### src/rtl/alu_pipe_pkg.sv
// Shared types, command codes and operand-requirement decode for the pipelined ALU.
package alu_pipe_pkg;

  typedef enum logic [1:0] {IDLE, WAIT, MUL} state_t;

  localparam logic [3:0] A_ADD = 4'd0, A_SUB = 4'd1, A_ADD_CIN = 4'd2, A_SUB_CIN = 4'd3;
  localparam logic [3:0] A_INC_A = 4'd4, A_DEC_A = 4'd5, A_INC_B = 4'd6, A_DEC_B = 4'd7;
  localparam logic [3:0] A_CMP = 4'd8, A_MUL_INC = 4'd9, A_MUL_SHL = 4'd10;

  localparam logic [3:0] L_AND = 4'd0, L_NAND = 4'd1, L_OR = 4'd2, L_NOR = 4'd3;
  localparam logic [3:0] L_XOR = 4'd4, L_XNOR = 4'd5, L_NOT_A = 4'd6, L_NOT_B = 4'd7;
  localparam logic [3:0] L_SHR1_A = 4'd8, L_SHL1_A = 4'd9, L_SHR1_B = 4'd10, L_SHL1_B = 4'd11;
  localparam logic [3:0] L_ROL_A_B = 4'd12, L_ROR_A_B = 4'd13;

  // Required inp_valid mask; 00 marks an unknown command.
  function automatic logic [1:0] cmd_needs(input logic mode, input logic [3:0] cmd);
    logic [1:0] r;
    r = 2'b00;
    if (mode) begin
      case (cmd)
        A_ADD, A_SUB, A_ADD_CIN, A_SUB_CIN, A_CMP, A_MUL_INC, A_MUL_SHL: r = 2'b11;
        A_INC_A, A_DEC_A: r = 2'b01;
        A_INC_B, A_DEC_B: r = 2'b10;
        default: r = 2'b00;
      endcase
    end else begin
      case (cmd)
        L_AND, L_NAND, L_OR, L_NOR, L_XOR, L_XNOR, L_ROL_A_B, L_ROR_A_B: r = 2'b11;
        L_NOT_A, L_SHR1_A, L_SHL1_A: r = 2'b01;
        L_NOT_B, L_SHR1_B, L_SHL1_B: r = 2'b10;
        default: r = 2'b00;
      endcase
    end
    return r;
  endfunction

  function automatic logic is_mul(input logic mode, input logic [3:0] cmd);
    return mode && (cmd == A_MUL_INC || cmd == A_MUL_SHL);
  endfunction

endpackage

### src/rtl/alu_pipe_if.sv
// Command/result bundle between the ALU driver side and the result monitor.
interface alu_pipe_if #(
  parameter int WIDTH     = 8,
  parameter int CMD_WIDTH = 4
);
  logic                   ce, mode, cin;
  logic [1:0]             inp_valid;
  logic [CMD_WIDTH-1:0]   cmd;
  logic [WIDTH-1:0]       opa, opb;
  logic [2*WIDTH-1:0]     res;
  logic                   res_valid, busy, cout, oflow, g, l, e, err;

  modport master (
    output ce, mode, cin, inp_valid, cmd, opa, opb,
    input  res, res_valid, busy, cout, oflow, g, l, e, err
  );
  modport slave (
    input  ce, mode, cin, inp_valid, cmd, opa, opb,
    output res, res_valid, busy, cout, oflow, g, l, e, err
  );
endinterface

### src/rtl/alu_pipe_core.sv
// Combinational ALU datapath: result and status flags from the latched command and operands.
module alu_pipe_core import alu_pipe_pkg::*; #(
  parameter int WIDTH = 8
) (
  input  logic               mode,
  input  logic               cin,
  input  logic               bad,
  input  logic [3:0]         cmd,
  input  logic [WIDTH-1:0]   a,
  input  logic [WIDTH-1:0]   b,
  output logic [2*WIDTH-1:0] res,
  output logic               cout,
  output logic               oflow,
  output logic               g,
  output logic               l,
  output logic               e,
  output logic               err
);
  localparam int SW = $clog2(WIDTH);
  localparam int PW = 2 * WIDTH;

  logic [WIDTH:0]     ax, bx, cx, one, ash, t;
  logic [PW-1:0]      p_inc, p_shl;
  logic [SW-1:0]      sh;
  logic               sh_bad;
  logic [WIDTH-1:0]   rol, ror;

  assign ax  = {1'b0, a};
  assign bx  = {1'b0, b};
  assign cx  = {{WIDTH{1'b0}}, cin};
  assign one = {{WIDTH{1'b0}}, 1'b1};
  assign ash = {a, 1'b0};
  // Both multiply terms are WIDTH+1 bits; the product is truncated to 2*WIDTH.
  assign p_inc = PW'(ax + one) * PW'(bx + one);
  assign p_shl = PW'(ash) * PW'(b);

  assign sh     = b[SW-1:0];
  assign sh_bad = (b >> SW) != '0;
  assign rol    = (a << sh) | (a >> (WIDTH - int'(sh)));
  assign ror    = (a >> sh) | (a << (WIDTH - int'(sh)));

  always_comb begin
    res = '0; cout = 1'b0; oflow = 1'b0; g = 1'b0; l = 1'b0; e = 1'b0; err = 1'b0;
    t = '0;
    if (bad) begin
      err = 1'b1;
    end else if (mode) begin
      case (cmd)
        A_ADD:     begin t = ax + bx;      res = {{(WIDTH-1){1'b0}}, t}; cout = t[WIDTH]; end
        A_ADD_CIN: begin t = ax + bx + cx; res = {{(WIDTH-1){1'b0}}, t}; cout = t[WIDTH]; end
        A_INC_A:   begin t = ax + one;     res = {{(WIDTH-1){1'b0}}, t}; cout = t[WIDTH]; end
        A_INC_B:   begin t = bx + one;     res = {{(WIDTH-1){1'b0}}, t}; cout = t[WIDTH]; end
        A_SUB:     begin t = ax - bx;      res = {{WIDTH{1'b0}}, t[WIDTH-1:0]}; oflow = t[WIDTH]; end
        A_SUB_CIN: begin t = ax - bx - cx; res = {{WIDTH{1'b0}}, t[WIDTH-1:0]}; oflow = t[WIDTH]; end
        A_DEC_A:   begin t = ax - one;     res = {{WIDTH{1'b0}}, t[WIDTH-1:0]}; oflow = t[WIDTH]; end
        A_DEC_B:   begin t = bx - one;     res = {{WIDTH{1'b0}}, t[WIDTH-1:0]}; oflow = t[WIDTH]; end
        A_CMP:     begin g = a > b; l = a < b; e = a == b; end
        A_MUL_INC: res = p_inc;
        A_MUL_SHL: res = p_shl;
        default:   err = 1'b1;
      endcase
    end else begin
      case (cmd)
        L_AND:     res = {{WIDTH{1'b0}}, a & b};
        L_NAND:    res = {{WIDTH{1'b0}}, ~(a & b)};
        L_OR:      res = {{WIDTH{1'b0}}, a | b};
        L_NOR:     res = {{WIDTH{1'b0}}, ~(a | b)};
        L_XOR:     res = {{WIDTH{1'b0}}, a ^ b};
        L_XNOR:    res = {{WIDTH{1'b0}}, ~(a ^ b)};
        L_NOT_A:   res = {{WIDTH{1'b0}}, ~a};
        L_NOT_B:   res = {{WIDTH{1'b0}}, ~b};
        L_SHR1_A:  res = {{WIDTH{1'b0}}, a >> 1};
        L_SHL1_A:  res = {{WIDTH{1'b0}}, a << 1};
        L_SHR1_B:  res = {{WIDTH{1'b0}}, b >> 1};
        L_SHL1_B:  res = {{WIDTH{1'b0}}, b << 1};
        L_ROL_A_B: if (sh_bad) err = 1'b1; else res = {{WIDTH{1'b0}}, rol};
        L_ROR_A_B: if (sh_bad) err = 1'b1; else res = {{WIDTH{1'b0}}, ror};
        default:   err = 1'b1;
      endcase
    end
  end

endmodule

### src/rtl/alu_pipe.sv
// Pipelined ALU top: operand collection FSM, operand latches, timeout counter and result registers.
module alu_pipe import alu_pipe_pkg::*; #(
  parameter int WIDTH     = 8,
  parameter int CMD_WIDTH = 4,
  parameter int TIMEOUT   = 16
) (
  input logic       clk,
  input logic       rst,
  alu_pipe_if.slave bus
);
  localparam int CW = $clog2(TIMEOUT + 1);

  state_t             state;
  logic [CW-1:0]      cnt;
  logic               go, mode_q, cin_q, bad_q;
  logic [3:0]         cmd_q;
  logic [1:0]         miss_q;
  logic [WIDTH-1:0]   a_q, b_q;

  logic [CMD_WIDTH-1:0] cmd_in;
  logic [3:0]           cmd4;
  logic [1:0]           iv, need;
  logic                 hi_bad, mul_cmd, got;
  logic [2*WIDTH-1:0]   c_res;
  logic                 c_cout, c_oflow, c_g, c_l, c_e, c_err;

  assign cmd_in    = bus.cmd;
  assign cmd4      = cmd_in[3:0];
  assign hi_bad    = (cmd_in >> 4) != '0;
  assign iv        = bus.inp_valid;
  assign need      = hi_bad ? 2'b00 : cmd_needs(bus.mode, cmd4);
  assign mul_cmd   = !hi_bad && is_mul(bus.mode, cmd4);
  assign got       = |(iv & miss_q);
  assign bus.busy  = (state != IDLE);

  alu_pipe_core #(.WIDTH(WIDTH)) u_core (
    .mode(mode_q), .cin(cin_q), .bad(bad_q), .cmd(cmd_q), .a(a_q), .b(b_q),
    .res(c_res), .cout(c_cout), .oflow(c_oflow), .g(c_g), .l(c_l), .e(c_e), .err(c_err)
  );

  always_ff @(posedge clk or negedge rst) begin
    if (!rst) begin
      state <= IDLE; cnt <= '0; go <= 1'b0;
      mode_q <= 1'b0; cin_q <= 1'b0; bad_q <= 1'b0; cmd_q <= '0; miss_q <= '0;
      a_q <= '0; b_q <= '0;
      bus.res <= '0; bus.res_valid <= 1'b0;
      bus.cout <= 1'b0; bus.oflow <= 1'b0; bus.g <= 1'b0; bus.l <= 1'b0; bus.e <= 1'b0; bus.err <= 1'b0;
    end else begin
      bus.res_valid <= 1'b0;
      if (bus.ce) begin
        go <= 1'b0;
        // go marks operand latches holding a command ready to be written out.
        if (go) begin
          bus.res <= c_res; bus.res_valid <= 1'b1;
          bus.cout <= c_cout; bus.oflow <= c_oflow; bus.g <= c_g; bus.l <= c_l;
          bus.e <= c_e; bus.err <= c_err;
        end
        case (state)
          IDLE: if (iv != 2'b00) begin
            mode_q <= bus.mode; cin_q <= bus.cin; cmd_q <= cmd4;
            a_q <= bus.opa; b_q <= bus.opb;
            bad_q <= hi_bad || (need != 2'b11 && (iv & need) != need);
            if (need == 2'b11 && iv != 2'b11) begin
              miss_q <= ~iv; cnt <= '0; state <= WAIT;
            end else if (mul_cmd) begin
              state <= MUL;
            end else begin
              go <= 1'b1;
            end
          end
          WAIT: if (got) begin
            if (miss_q[0]) a_q <= bus.opa;
            if (miss_q[1]) b_q <= bus.opb;
            cnt <= '0;
            if (is_mul(mode_q, cmd_q)) state <= MUL;
            else begin state <= IDLE; go <= 1'b1; end
          end else if (cnt == CW'(TIMEOUT - 1)) begin
            // Last counted cycle passed with no operand: report the timeout directly.
            state <= IDLE; cnt <= '0;
            bus.res <= '0; bus.res_valid <= 1'b1; bus.err <= 1'b1;
            bus.cout <= 1'b0; bus.oflow <= 1'b0; bus.g <= 1'b0; bus.l <= 1'b0; bus.e <= 1'b0;
          end else begin
            cnt <= cnt + 1'b1;
          end
          MUL: begin state <= IDLE; go <= 1'b1; end
          default: state <= IDLE;
        endcase
      end
    end
  end

endmodule

### src/flat_wrapper.sv
// flat-port wrapper written by rule: the top's interface ports become plain ports
module alu_pipe_flat import alu_pipe_pkg::*;
#(
  parameter int WIDTH     = 8,
  parameter int CMD_WIDTH = 4,
  parameter int TIMEOUT   = 16
)
  (clk, rst, bus_ce, bus_mode, bus_cin, bus_inp_valid, bus_cmd, bus_opa, bus_opb, bus_res, bus_res_valid, bus_busy, bus_cout, bus_oflow, bus_g, bus_l, bus_e, bus_err);
  alu_pipe_if #(.WIDTH(WIDTH), .CMD_WIDTH(CMD_WIDTH)) bus_i ();
  input logic clk;
  input logic rst;
  input wire logic [$bits(bus_i.ce)-1:0] bus_ce;
  input wire logic [$bits(bus_i.mode)-1:0] bus_mode;
  input wire logic [$bits(bus_i.cin)-1:0] bus_cin;
  input wire logic [$bits(bus_i.inp_valid)-1:0] bus_inp_valid;
  input wire logic [$bits(bus_i.cmd)-1:0] bus_cmd;
  input wire logic [$bits(bus_i.opa)-1:0] bus_opa;
  input wire logic [$bits(bus_i.opb)-1:0] bus_opb;
  output wire logic [$bits(bus_i.res)-1:0] bus_res;
  output wire logic [$bits(bus_i.res_valid)-1:0] bus_res_valid;
  output wire logic [$bits(bus_i.busy)-1:0] bus_busy;
  output wire logic [$bits(bus_i.cout)-1:0] bus_cout;
  output wire logic [$bits(bus_i.oflow)-1:0] bus_oflow;
  output wire logic [$bits(bus_i.g)-1:0] bus_g;
  output wire logic [$bits(bus_i.l)-1:0] bus_l;
  output wire logic [$bits(bus_i.e)-1:0] bus_e;
  output wire logic [$bits(bus_i.err)-1:0] bus_err;
  assign bus_i.ce = bus_ce;
  assign bus_i.mode = bus_mode;
  assign bus_i.cin = bus_cin;
  assign bus_i.inp_valid = bus_inp_valid;
  assign bus_i.cmd = bus_cmd;
  assign bus_i.opa = bus_opa;
  assign bus_i.opb = bus_opb;
  assign bus_res = bus_i.res;
  assign bus_res_valid = bus_i.res_valid;
  assign bus_busy = bus_i.busy;
  assign bus_cout = bus_i.cout;
  assign bus_oflow = bus_i.oflow;
  assign bus_g = bus_i.g;
  assign bus_l = bus_i.l;
  assign bus_e = bus_i.e;
  assign bus_err = bus_i.err;
  alu_pipe #(.WIDTH(WIDTH), .CMD_WIDTH(CMD_WIDTH), .TIMEOUT(TIMEOUT)) u_core (.clk(clk), .rst(rst), .bus(bus_i));
endmodule
### config.mk
export PLATFORM = sky130hd
export DESIGN_NAME = alu_pipe_flat
export DESIGN_NICKNAME = d
export VERILOG_FILES = /design/src/rtl/alu_pipe_pkg.sv /design/src/rtl/alu_pipe_if.sv /design/src/rtl/alu_pipe_core.sv /design/src/rtl/alu_pipe.sv /design/src/flat_wrapper.sv
export SDC_FILE = /design/constraint.sdc
export NUM_CORES = 1
export LEC_CHECK = 0
export BUFFER_PORTS_ARGS = -buffer_cell sky130_fd_sc_hd__buf_2
export CAP_MARGIN = 40
export CORE_MARGIN = 4
export CORE_UTILIZATION = 55
export CTS_BUF_LIST = sky130_fd_sc_hd__clkbuf_4 sky130_fd_sc_hd__clkbuf_8
export DETAILED_ROUTE_END_ITERATION = 12
export PLACE_DENSITY = 0.69
export SLEW_MARGIN = 20
export SYNTH_ARGS = -nofsm -noshare
export SYNTH_HDL_FRONTEND = slang
export SYNTH_SLANG_ARGS = --single-unit
### constraint.sdc
create_clock -name clk -period 12.3 [get_ports clk]
set_clock_uncertainty 0.05 [all_clocks]
set_input_delay 0.615 -clock clk [delete_from_list [all_inputs] [get_ports clk]]
set_output_delay 0.615 -clock clk [all_outputs]
set_load 0.005 [all_outputs]
==> metrics.md <==
| Metric | Value |
|---|---|
| Die Y | `147 um` |
| CP Capture Type | `register` |
| CTS resizes | `0` |
| Placement Cell Area | `11100 um^2` |
| Die area | `21600 um^2` |
| Syn. warnings | `0` |
| Clock transition at path regs | `0.12 ns` |
| Final Hold Viols | `0` |
| Postcts setup bufs | `0` |
| CTS Hold Bufs | `0` |
| RR Startpoint | `u_core.a_q[1]` |
| Synth unique cells | `85` |
| Critical path required time | `12.48 ns` |
| Max Root-Sink Buffers | `2` |
| FFs w/ async S/R, synth | `100%` |
| Antenna-violating nets left | `0` |
| Ports | `51` |
| Slew Limit Fails | `0` |
| First-pass GRT wire length | `57.4 mm` |
| Max Freq | `between 0.15 and 0.2 GHz` |
| Final nets | `1593` |
| CTS Sinks | `56` |
| Routed wire per std cell | `about 22 um` |
| Fin crit share | `between 50% and 60%` |
| Worst path arrival time | `about 6.8 ns` |
| Synth Register Bits | `56` |
| Post-synth top flop | `dfrtp_1` |
| Port Buffers | `50` |
| DR iter-0 viols | `1320` |
| Placer Congestion | `between 1 and 1.5` |
| Synthesis-to-finish area growth | `5.90%` |
| Rel. slew slack | `39.3%` |
| Min Tclk post-route | `between 6 and 7 ns` |
| Final setup viols | `0` |
| Busiest grt layer | `met2` |
| Post-synth EDFFs | `0` |
| Mapped cell area | `10600 um^2` |
| Vias after detailed routing | `10600` |
| Post-Route WL | `36.7 mm` |
| Post-DP HPWL | `28.2 mm` |
| Multi-input logic area | `8320 um^2` |
| Grt ovf | `0` |
| Initial Util | `56.4%` |
| Area leader, netlist | `fa_1` |
| Top cell type's share of synthesized area | `between 15 and 20%` |
| Fin Setup TNS | `0 ns` |
| TritonCTS clock tree | `done` |
| Initial antenna violation count | `1` |
| ANT cells | `0` |
| Pin count of the biggest net entering global routing | `57` |
| Syn_area_per_cell | `7.82 um^2` |
| Worst-margin pin slew | `0.908 ns` |
| Sequential cell area | `between 1000 and 1500 um^2` |
| Num rows | `50` |
| RSZ-0062 raised after global routing | `false` |
| Layout Utilization | `between 50% and 60%` |
| H-tree lvl count | `2` |
| Placed Cells | `roughly 1600` |
| Fillers | `1772` |
| Root Buffer | `clkbuf_8` |
| Cells after Synth | `between 1000 and 1500` |
| Synth top area cells | `fa_1, dfrtp_1, ha_1` |
| Worst reg2reg path depth | `20` |
| Core area | `roughly 19000 um^2` |
| Die width | `147 um` |
| CTS buffer count | `5` |
| Sequential fraction of the synthesis area | `roughly an eighth` |
| Residual DRC | `0` |
| Startpoint Class | `register` |
| Crit. Startpoint | `u_core.a_q[1]` |
| Syn_nets | `around 1600` |
| DR vias/cell | `6.46` |
| Routing usage on met1 | `46.3%` |
| Kind of critical path | `reg -> reg` |
| Final Non-Filler Cells | `1639` |
| Tot GR Track Use | `33.4%` |
| Status | `complete, no violations` |
| MaxCap Viol Count | `0` |
| Drt pass-1 iters | `6` |
| GR Layer Usage met2 | `about 51%` |
| Met3 Use GR | `7.93%` |
| Maximum fanout along the worst path | `15` |
| Finished Cell Area | `11300 um^2` |
| Clk Latency, worst-skew pair | `0.32 ns` |
| Number of global-route vias before repair | `10100` |
| Worst Hold Class | `in -> async` |
| Share of cells above drive strength 1 | `under 10%` |
==> per-stage QoR <==
stage               hold slack [ns]  setup WS [ns]
detailed placement            0.406           5.87
finish                        0.373           5.65
global placement              0.407           5.89
global route                  0.442           5.43
floorplan                     0.269           6.24
CTS                           0.401           5.84
==> critical path, cell delays in order (launching register included) <==
cell       delay, ns
dfrtp_1         0.81
inv_1           0.50
nor3_1          0.47
xnor2_1         0.33
nand2_1         0.15
fa_1            0.55
inv_1           0.06
fa_1            0.52
inv_1           0.05
fa_1            0.46
fa_1            0.55
inv_1           0.04
ha_1            0.31
inv_1           0.06
o21ai_0         0.24
a2111oi_0       0.16
nor3b_1         0.53
a31o_2          0.24
xnor2_1         0.12
o22ai_1         0.11
a22o_1          0.23
==> placed cells by master (no fill, tap or decap), drive strengths merged, types with 8 or more instances in the layout <==
master,n
xnor2,57
and2,9
or2,18
inv,164
nand2,145
o221ai,11
nor3,32
fa,86
nor4,10
a21oi,50
buf,76
o21a,8
o21ai,75
a211oi,14
o211ai,8
nand2b,18
xor2,20
a221oi,14
o22ai,20
clkbuf,9
nand3,34
ha,102
nor2b,18
nand4,10
dfrtp,56
a22oi,12
a21o,11
nor2,144
mux2i,21
==> layer usage <==
layer	vias to the layer above	share of wire (%)
met5	-	0.035
met4	2	4.2
met2	659	44
met1	5072	40
li1	4711	-
met3	145	12
==> cell usage after synthesis (9+ instances only) <==
master	instances
or2_2	15
a22oi_1	12
nand4_1	9
clkbuf_1	46
nand2b_1	18
dfrtp_1	56
o22ai_1	20
nand2_1	145
inv_1	158
buf_2	9
nor4_1	10
xor2_1	20
o221ai_1	11
nor2_1	144
nor2b_1	18
o21ai_0	71
nor3_1	32
xnor2_1	57
nand3_1	34
buf_1	9
a211oi_1	12
a21oi_1	50
fa_1	86
mux2i_1	21
ha_1	102
a221oi_1	14
a21o_1	11
==> layout make-up <==
cell class | instances | share of cell area [%]
Multi-Input combinational cell | 1068 | 73.9
Sequential cell | 56 | 12.5
Inverter | 168 | 5.60
Clock inverter | 2 | 0.311
Clock buffer | 6 | 0.678
Timing Repair Buffer | 79 | 4.14
Tap cell | 260 | 2.89
==> cell families after synthesis <==
| logic type | after synthesis | synth area share [%] |
|---|---|---|
| AND/OR/NAND/NOR | 467 | 20.5 |
| AO/OA/AOI/OAI | 307 | 20.2 |
| buffers and inverters | 235 | 8.53 |
| adder cells (fa/ha/maj) | 188 | 28.2 |
| XOR/XNOR | 78 | 6.56 |
| flip-flops | 56 | 13.2 |
| multiplexers | 28 | 2.83 |
==> worst paths after layout <==
check | endpoint | slack (ns)
setup / recovery | u_core.bus.res[14] | 5.65
hold / removal | u_core.bus.res[5] | 0.37
setup reg to reg | u_core.bus.res[14] | 5.65
hold reg to reg | u_core.bus.g | 0.43
max in group asynchronous | u_core.cnt[4] | 11.34
min in group clk | u_core.bus.g | 0.43
==> sequential cells by signal, indices dropped and copies added, names as in the netlist, 2 cells and up <==
signal	cells
u_core.bus.res	16
u_core.a_q	8
u_core.b_q	8
u_core.cnt	5
u_core.cmd_q	4
u_core.miss_q	2
u_core.state	2
Power is not shown: default switching activity piles up to over one toggle a cycle in this logic, so the estimate is an artifact.
